### config.mk
export PLATFORM = sky130hd
export DESIGN_NAME = ex_mem_stage
export DESIGN_NICKNAME = d
export VERILOG_FILES = /design/src/rtl/pipe_pkg.sv /design/src/rtl/sat_counter.sv /design/src/rtl/ex_mem_stage.sv
export SDC_FILE = /design/constraint.sdc
export NUM_CORES = 1
export LEC_CHECK = 0
export CAP_MARGIN = 10
export CORE_ASPECT_RATIO = 0.5
export CORE_UTILIZATION = 39
export CTS_CLUSTER_SIZE = 30
export DETAILED_ROUTE_END_ITERATION = 8
export HOLD_SLACK_MARGIN = 0.15
export PLACE_DENSITY_LB_ADDON = 0.15
export SKIP_CTS_REPAIR_TIMING = 1
export SYNTH_ARGS = -nofsm -noshare
export SYNTH_HDL_FRONTEND = slang
export SYNTH_HIERARCHICAL = 1
export SYNTH_SLANG_ARGS = --single-unit
### constraint.sdc
create_clock -name clk -period 1.7 [get_ports clk]
set_clock_uncertainty 0.15 [all_clocks]
set_input_delay 0.34 -clock clk [delete_from_list [all_inputs] [get_ports clk]]
set_output_delay 0.34 -clock clk [all_outputs]
set_load 0.01 [all_outputs]
### src/rtl/pipe_pkg.sv
// Shared EX/MEM pipeline types: control bundle, held entry and the x0 register index.
package pipe_pkg;

  localparam int unsigned DATA_W_DEF     = 32;
  localparam int unsigned REG_ADDR_W_DEF = 5;
  localparam int unsigned ALUOP_W_DEF    = 6;

  localparam logic [REG_ADDR_W_DEF-1:0] REG_ZERO = '0;

  typedef struct packed {
    logic                   regwrite;
    logic                   memwrite;
    logic                   memread;
    logic                   memtoreg;
    logic [ALUOP_W_DEF-1:0] alu_op;
  } exmem_ctrl_t;

  typedef struct packed {
    exmem_ctrl_t                ctrl;
    logic [DATA_W_DEF-1:0]      alu_result;
    logic [DATA_W_DEF-1:0]      read_data2;
    logic [REG_ADDR_W_DEF-1:0]  regdst;
  } exmem_entry_t;

  // Writes to x0 are architecturally discarded, so they must never be forwarded.
  function automatic logic fwd_eligible(input logic valid, input exmem_ctrl_t ctrl,
                                        input logic [REG_ADDR_W_DEF-1:0] regdst);
    return valid & ctrl.regwrite & (regdst != REG_ZERO);
  endfunction

endpackage

### src/rtl/sat_counter.sv
// Saturating up-counter with increment enable; sticks at all-ones, cleared only by reset.
module sat_counter #(
  parameter int unsigned WIDTH = 16
) (
  input  logic             clk,
  input  logic             reset,
  input  logic             inc,
  output logic [WIDTH-1:0] count
);

  logic [WIDTH-1:0] count_q;

  always_ff @(posedge clk or negedge reset) begin
    if (!reset) begin
      count_q <= '0;
    end else if (inc && (count_q != {WIDTH{1'b1}})) begin
      count_q <= count_q + WIDTH'(1);
    end
  end

  assign count = count_q;

endmodule

### src/rtl/ex_mem_stage.sv
// EX/MEM pipeline register with valid/ready handshake, flush, forwarding tap and stall counter.
// Define EX_MEM_SKID_EN for a 2-entry skid buffer with a registered in_ready path.
module ex_mem_stage
  import pipe_pkg::*;
#(
  // Data/index widths are stored in pipe_pkg structs and must match the package defaults.
  parameter int unsigned DATA_W      = DATA_W_DEF,
  parameter int unsigned REG_ADDR_W  = REG_ADDR_W_DEF,
  parameter int unsigned ALUOP_W     = ALUOP_W_DEF,
  parameter int unsigned STALL_CNT_W = 16
) (
  input  logic                   clk,
  input  logic                   reset,
  input  logic                   flush,
  input  logic                   in_valid,
  output logic                   in_ready,
  input  logic [DATA_W-1:0]      alu_result,
  input  logic [DATA_W-1:0]      read_data2,
  input  logic [REG_ADDR_W-1:0]  regdst,
  input  logic                   regwrite,
  input  logic                   memwrite,
  input  logic                   memread,
  input  logic                   memtoreg,
  input  logic [ALUOP_W-1:0]     alu_op,
  output logic                   out_valid,
  input  logic                   out_ready,
  output logic [DATA_W-1:0]      alu_result_out,
  output logic [DATA_W-1:0]      read_data2_out,
  output logic [REG_ADDR_W-1:0]  regdst_out,
  output logic                   regwrite_out,
  output logic                   memwrite_out,
  output logic                   memread_out,
  output logic                   memtoreg_out,
  output logic [ALUOP_W-1:0]     alu_op_out,
  output logic                   fwd_valid,
  output logic [REG_ADDR_W-1:0]  fwd_regdst,
  output logic [DATA_W-1:0]      fwd_data,
  output logic [STALL_CNT_W-1:0] stall_cnt
);

  exmem_entry_t in_entry;
  exmem_entry_t main_q, main_d;
  logic         main_valid_q, main_valid_d;
  logic         accept, rel;

  always_comb begin
    in_entry               = '0;
    in_entry.ctrl.regwrite = regwrite;
    in_entry.ctrl.memwrite = memwrite;
    in_entry.ctrl.memread  = memread;
    in_entry.ctrl.memtoreg = memtoreg;
    in_entry.ctrl.alu_op   = alu_op;
    in_entry.alu_result    = alu_result;
    in_entry.read_data2    = read_data2;
    in_entry.regdst        = regdst;
  end

  assign accept = in_valid & in_ready;
  assign rel    = main_valid_q & out_ready;

`ifdef EX_MEM_SKID_EN
  exmem_entry_t skid_q, skid_d;
  logic         skid_valid_q, skid_valid_d;

  // Only registered state gates in_ready; out_ready never reaches it.
  assign in_ready = reset & ~flush & ~skid_valid_q;

  always_comb begin
    main_d       = main_q;
    main_valid_d = main_valid_q;
    skid_d       = skid_q;
    skid_valid_d = skid_valid_q;
    if (flush) begin
      main_valid_d = 1'b0;
      skid_valid_d = 1'b0;
    end else if (!main_valid_q || rel) begin
      if (skid_valid_q) begin
        main_d       = skid_q;
        main_valid_d = 1'b1;
        skid_valid_d = 1'b0;
      end else if (accept) begin
        main_d       = in_entry;
        main_valid_d = 1'b1;
      end else begin
        main_valid_d = 1'b0;
      end
    end else if (accept) begin
      skid_d       = in_entry;
      skid_valid_d = 1'b1;
    end
  end

  always_ff @(posedge clk or negedge reset) begin
    if (!reset) begin
      skid_q       <= '0;
      skid_valid_q <= 1'b0;
    end else begin
      skid_q       <= skid_d;
      skid_valid_q <= skid_valid_d;
    end
  end
`else
  assign in_ready = reset & ~flush & (~main_valid_q | out_ready);

  always_comb begin
    main_d       = main_q;
    main_valid_d = main_valid_q;
    if (flush) begin
      main_valid_d = 1'b0;
    end else if (accept) begin
      main_d       = in_entry;
      main_valid_d = 1'b1;
    end else if (rel) begin
      main_valid_d = 1'b0;
    end
  end
`endif

  always_ff @(posedge clk or negedge reset) begin
    if (!reset) begin
      main_q       <= '0;
      main_valid_q <= 1'b0;
    end else begin
      main_q       <= main_d;
      main_valid_q <= main_valid_d;
    end
  end

  // Controls are masked so a stale entry can never write memory or the register file.
  assign out_valid      = main_valid_q;
  assign alu_result_out = main_q.alu_result;
  assign read_data2_out = main_q.read_data2;
  assign regdst_out     = main_q.regdst;
  assign alu_op_out     = main_q.ctrl.alu_op;
  assign regwrite_out   = main_valid_q & main_q.ctrl.regwrite;
  assign memwrite_out   = main_valid_q & main_q.ctrl.memwrite;
  assign memread_out    = main_valid_q & main_q.ctrl.memread;
  assign memtoreg_out   = main_valid_q & main_q.ctrl.memtoreg;

  assign fwd_valid  = fwd_eligible(main_valid_q, main_q.ctrl, main_q.regdst);
  assign fwd_regdst = main_q.regdst;
  assign fwd_data   = main_q.alu_result;

  sat_counter #(
    .WIDTH(STALL_CNT_W)
  ) u_stall_cnt (
    .clk  (clk),
    .reset(reset),
    .inc  (main_valid_q & ~out_ready),
    .count(stall_cnt)
  );

endmodule

After elaboration in Yosys (flattened, before gate mapping). Cells that the tools add are included.

Mux-type cells: 3. Add/subtract/negate cells: 1. Bitwise operators: 14. Equality and inequality tests: 1. Reduce and logical (&&, ||, !) cells: 4.

Operator list (count): 16-bit by 1-bit adder with 16-bit output (second input constant) (1); 16-bit inequality test (second input constant) (1); 1-bit AND (10); 5-bit nonzero test (1); 1-bit 2-to-1 mux (3); 1-bit NOT (3); 3-bit nonzero test (1); 2-bit AND reduction (1); 1-bit logical AND (1); 1-bit bitwise OR (1).

Register bits: 96. Output and inout bits: 135. Word-level logic and storage cells: 33. Bits of input ports: 84.

Longest topological paths before layout.
Depth after elaboration: 6. Depth in mapped cells: 6. Mapped depth without buffers: 6.

Cells and area by module. Netlist, hierarchy kept.

By module, submodules not included: ex_mem_stage (cells an instance 290, times used 1, seq. area each 2001.9 um^2, area each 4207.8 um^2); sat_counter (cells an instance 72, times used 1, seq. area each 400.4 um^2, area each 859.6 um^2).

Worst setup path after synthesis. OpenSTA, ideal clock, no wires.

Path kind: register to register. From: register u_stall_cnt.count_q[13] (netlist: u_stall_cnt/count[13]). To: register u_stall_cnt.count_q[1] (netlist: u_stall_cnt/count[1]). Buffers on the path: 0. Library setup time: 0.128 ns. Arrival: 1.395 ns. Stages on the path, launching flop included: 5. Period minus slack after synthesis: 1.673 ns. Path slack: 0.027 ns. Data required time: 1.422 ns. Cells stage by stage: dfrtp_1 > and4_1 > nand3_4 > o31ai_4 > mux2_1.

Longest elaborated chain between the ends: 2.

Ends and longest elaborated chain: start: declaration (line sat_counter.sv:11) `logic [WIDTH-1:0] count_q;`; start signal: assignment (line sat_counter.sv:17) `count_q <= count_q + WIDTH'(1);`; 16-bit inequality test (line sat_counter.sv:16) `end else if (inc && (count_q != {WIDTH{1'b1}})) begin`; 1-bit logical AND (line sat_counter.sv:16).

Every way passes these cells. A chain may end at the register's enable or synchronous reset.

Worst setup path in the final report.
From: register main_q (netlist bit fwd_regdst[0]). To: output port fwd_valid.

Longest elaborated chain between the ends: 2.

Ends and longest elaborated chain: start: declaration (line ex_mem_stage.sv:42) `exmem_entry_t main_q, main_d;`; start signal: assignment (line ex_mem_stage.sv:124) `main_q <= main_d;`; 5-bit nonzero test (line pipe_pkg.sv:28) `return valid & ctrl.regwrite & (regdst != REG_ZERO);`; 1-bit AND (line pipe_pkg.sv:28); end: declaration (line ex_mem_stage.sv:35) `output logic fwd_valid,`.

Every way passes these cells.

==> metrics <==
outcome=finished with violations; violated checks=negative setup slack; Die Area=13,480 sq um; sum of net half-perimeters after detailed placement=7.738 mm; largest fanout on the critical path=2; Clock Latency Late Sink=0.33 ns; average cell area after synthesis=14.00 sq um; GRT Util Overall=0.1516; total negative slack=-5.887 ns; total of flip-flops plus latches after synthesis=96; initial antenna violation count=0; post-detailed-placement cell area=6819 sq um; number of setup violations in the final report=85; time the final worst path needs with I/O delays and setup=2.032 ns; Post-Place Worst Slack=-0.5257 ns; global route total overflow=0; net count of the finished layout=613; Cell Pwr Density=981.9 nW/um^2; critical path class=flip-flop to primary output; routed wire length per instance=17.06 um; DRC violation count after routing=0; number of cells traversed by the worst register-to-register path=7; remaining antenna violation count=0; ports placed on the boundary=219; routed via count divided by cell count=4.476; DR pass1 iterations=4; async set or reset register ratio after synthesis=1.000; transition at the pin with the smallest max-transition slack=0.4137 ns; static leakage=0.004945 uW; Reg2Reg Capture Point=alu_result_out[15]; Hold Startpoint=out_ready; Area growth, synth to finish=56.25%; iteration-0 DRC count of the detailed router=96; number of instances in the synthesized netlist=362; top cells by instance count after synthesis=sky130_fd_sc_hd__buf_4, sky130_fd_sc_hd__dfrtp_1, sky130_fd_sc_hd__mux2_4; first-pass GRT wire length=15.44 mm; maximum number of pins on one net before global-route repair=75; warnings from Yosys=6; PnR worst setup slack=-0.3316 ns; CTS H-tree depth=3; total inserted antenna cells=0; Worst EP required=1.21 ns; Post-Layout Inst Area=7918 sq um; number of instances on the worst hold path=4; number of hold violations in the final report=0; CP startpoint kind=flip-flop; CTS root buffer=sky130_fd_sc_hd__clkbuf_16; setup repair after global routing missed its margin=yes; post-synthesis cell type with the largest combined area=sky130_fd_sc_hd__dfrtp_1; placeable core region=12,660 sq um; share of the cycle needed by the critical path after routing=1.195; part of the Yosys area used for sequential elements=0.4741; count of final max-slew check failures=0; area share of the leading cell type in the synthesized netlist=0.4741; Maximum Capacitance Violations=0; Placement Rows=29; Clock Tree Buf Depth=2; via count of the routed design=3,142; class of the most critical hold timing path=input port to flip-flop; # port buffers=218; Min-Delay Endpoint=out_valid; Post-Synthesis Cell Area=5067 sq um; clock tree from TritonCTS=done; worst flop-to-flop path startpoint=out_valid; dominant cell by count in the synthesized netlist=sky130_fd_sc_hd__buf_4; TritonCTS buffer count=9; ys flop type=sky130_fd_sc_hd__dfrtp_1; share of post-route cells with drive strength above 1=0.3459; die width=163.2 um; die height=82.60 um; Max IR drop VDD=0.0004613 V; # clock sinks=96; via count of the first global-routing pass=2,848; Net Count, Synth=447; cell types with the largest area share after synthesis=sky130_fd_sc_hd__dfrtp_1, sky130_fd_sc_hd__mux2_4, sky130_fd_sc_hd__buf_4; Slew headroom=0.7235; highest achievable clock rate=0.4922 GHz; Initial Utilization=0.4002; register-to-register setup slack=-0.09 ns; number of synthesized flops with an enable pin=0; Routability Congestion=0.7704; data arrival time of the critical path=1.54 ns; critical path endpoint category=primary output; sum of routed wire length over all layers=11.97 mm; clock slew at reported path FFs=0.07 ns; Unique masters post-synth=36
## worst max-delay path, cell delays in order (launching register included)
cell and delay, ns:
sky130_fd_sc_hd__dfrtp_1 0.37, sky130_fd_sc_hd__or4_1 0.51, sky130_fd_sc_hd__o21a_1 0.20, sky130_fd_sc_hd__buf_6 0.12
## placed cells by master (no fill, tap or decap), types with 3 or more instances in the layout
cell	synthesis	routed
sky130_fd_sc_hd__clkbuf_2	0	3
sky130_fd_sc_hd__buf_6	8	9
sky130_fd_sc_hd__buf_4	112	33
sky130_fd_sc_hd__xnor2_1	5	5
sky130_fd_sc_hd__and2_1	4	3
sky130_fd_sc_hd__buf_8	0	3
sky130_fd_sc_hd__dfrtp_2	0	8
sky130_fd_sc_hd__nand4_1	8	8
sky130_fd_sc_hd__clkbuf_16	0	16
sky130_fd_sc_hd__dfrtp_1	96	88
sky130_fd_sc_hd__dlymetal6s2s_1	0	130
sky130_fd_sc_hd__buf_12	0	5
sky130_fd_sc_hd__mux2_4	79	79
sky130_fd_sc_hd__a21oi_1	3	3
sky130_fd_sc_hd__a31oi_1	3	3
sky130_fd_sc_hd__nand3_1	5	5
sky130_fd_sc_hd__o21a_1	6	6
sky130_fd_sc_hd__clkdlybuf4s50_1	0	81
## per-layer routing
metal / global-route usage / share of wire / vias to the layer above
met3: 0.03996 / 0.051 / 10
met2: 0.2665 / 0.51 / 100
li1: - / - / 1478
met4: 0.03364 / 0.0068 / 0
met1: 0.1889 / 0.43 / 1554
met5: 0 / 0 / -
## worst max-delay path by stage
stage                                 endpoint  slack, ns  depth (start not counted)                  start
final                                fwd_valid      -0.33                          3          fwd_regdst[0]
after global routing                 fwd_valid      -0.40                          3          fwd_regdst[3]
after CTS                            fwd_valid      -0.71                          3          fwd_regdst[3]
after detailed placement              in_ready      -0.53                          5              out_ready
after global placement                in_ready      -0.47                          5              out_ready
after floorplan           u_stall_cnt/count[1]       0.03                          4  u_stall_cnt/count[13]
## power breakdown
group | total [uW] | switching [uW] | internal (uW)
logic | 2700 | 946 | 1760
registers | 3040 | 313 | 2720
clock network | 2030 | 891 | 1140
total | 7770 | 2150 | 5620
## layout make-up
type	count	area, sq um
Clock inverter	6	68.82
Clock buffer	9	225.2
Sequential cell	96	2412
Tap cell	170	212.7
Fill cell	974	4746
Inverter	1	6.256
Multi-Input combinational cell	145	1800
Timing Repair Buffer	275	3192
## per-stage QoR
step / power, uW / util / instances / hold slack [ns]
detailed placement: 5802 / 0.5385 / 662 / 0.2714
global placement: 5760 / 0.5385 / 662 / 0.2781
global route: 8187 / 0.6252 / 702 / 0.2891
CTS: 7873 / 0.5617 / 677 / -0.09226
finish: 7775 / 0.6252 / 702 / 0.2828
floorplan: 4831 / - / 362 / -0.1056
## kinds of logic after synthesis
kind of cell,Yosys count,share of synthesized area
buf+inv,121,0.1844
flops,96,0.4741
mux,80,0.2363
simple gates,40,0.06568
compound gates,17,0.02494
xor+xnor,7,0.01210
fa+ha+maj,1,0.002469
## registers in the layout (all words and copies together), names as in the netlist
| name | cells |
|---|---|
| read_data2_out | 32 |
| main_q | 4 |
| alu_result_out | 32 |
| fwd_regdst | 5 |
| out_valid | 1 |
| u_stall_cnt/count | 16 |
| alu_op_out | 6 |
(Power assumes the default switching activity.)
==> edit (same flow settings) <==
`REG_ZERO`: '0 -> 1.
--- a/src/rtl/pipe_pkg.sv
+++ b/src/rtl/pipe_pkg.sv
@@ -7,3 +7,3 @@
 
-  localparam logic [REG_ADDR_W_DEF-1:0] REG_ZERO = '0;
+  localparam logic [REG_ADDR_W_DEF-1:0] REG_ZERO = 1;
 
Check against the original RTL: not equivalent (a bounded check fails within 4 cycles, from zero or initial values and one cycle with reset low).
==> edit against the original RTL <==
- largest power group unchanged
- register-to-register slack better by 0.09 ns
- final area shrank 3.8%
- total power fell by 0.85%
- wire length decreased by 8.3%
- largest cell class unchanged
- sequential cell count unchanged
- worst setup slack about the same
- synthesized area about the same
- the flow still finishes with violations (negative setup slack)
==> edit: results (changes against the original RTL) <==
Setup path
The worst reg-to-reg setup slack came to 0 ns (+0.09 ns). For this design, the slowest cell found on the critical path is sky130_fd_sc_hd__or4b_4. The endpoint of the worst-slack reg-to-reg timing path is fwd_regdst[4]. The source of the critical timing path is fwd_regdst[2]. The worst reg2reg path depth is 6 (-1).

Drt
The sum of met3 wire segment lengths after detailed routing is 715 µm (+16%). The post-detailed-route via-to-cell ratio is 4.46 (-0.28%). The average detailed-routed wire length per instance is 15.8 µm (-7.6%). The count of TritonRoute iterations in the first routing pass is 6 (+2). The met1 layer wirelength in the final routing is 4.71 mm (-9.5%). The detailed router's first-iteration violation count is 121 (+26%). The met2 routed wirelength came to 5.51 mm (-9.3%).

Timing
The final worst setup slack was -0.332 ns (-0.0000450 ns). The final sum of negative setup slack is -18.61 ns (-12.72 ns). The final setup violation count came to 81 (-4.7%). The tightest hold margin came to 0.142 ns (-0.141 ns).

Placed design
The half-perimeter wire length of the detailed placement result is 7.48 mm (-3.4%). The number of placed cells counting well taps is 659 (-0.45%). The standard cell area after detailed placement is 6790 µm² (-0.42%).

Power and ir drop
The leakage power total is 4.79 nW (-3.2%). The combinational group share of total power is 34.6% (-0.2 points). The worst IR drop on VDD is 544 µV (+18%).

Status
The run finished, with violations left. The final reports fail on negative setup slack.

Global routing
The total global routing track utilization is 14.8% (-0.39 points). The maximum number of pins on one net before global-route repair was 72 (-4.0%). The via count of the first global-routing pass is 2,852 (+0.14%). The met1 usage in global routing is 19.3% (+0.38 points).

Synth
The share of the yosys chip area belonging to registers was 47.4% (about the same). The post-synthesis compound-gate area fraction was 2.49% (about the same). The xor-xnor portion of the synthesized cell area is 1.21% (about the same). Yosys attributes the largest share of cell area to sky130_fd_sc_hd__dfrtp_1, sky130_fd_sc_hd__mux2_4, sky130_fd_sc_hd__buf_4.

Final layout
The count of filler cells inserted in the layout is 1,034 (+6.2%). The fraction of final layout cells sized beyond drive strength 1 was 33.6% (-1.0 points). The final net count came to 607 (-0.98%).

Hold path
The class of the tightest hold or removal check is in -> async.
-- edit: changes by cell type in the layout (fill, tap and decap cells not counted), moves of 2 or more --
cell / unedited run / this run
sky130_fd_sc_hd__dfrtp_1: 88 / 90
sky130_fd_sc_hd__buf_6: 9 / 3
sky130_fd_sc_hd__buf_16: 2 / 0
sky130_fd_sc_hd__buf_12: 5 / 3
sky130_fd_sc_hd__clkbuf_16: 16 / 9
sky130_fd_sc_hd__buf_4: 33 / 45
sky130_fd_sc_hd__dfrtp_2: 8 / 6
sky130_fd_sc_hd__buf_8: 3 / 0
-- edit: final cells by class --
class	instances	area (µm²)	share of cell area (%)
Timing Repair Buffer	269	2910	38.2
Sequential cell	96	2410	31.6
Multi-Input combinational cell	145	1780	23.4
Clock buffer	10	229	3.01
Tap cell	170	213	2.79
Clock inverter	6	67.6	0.887
Inverter	1	6.26	0.0822
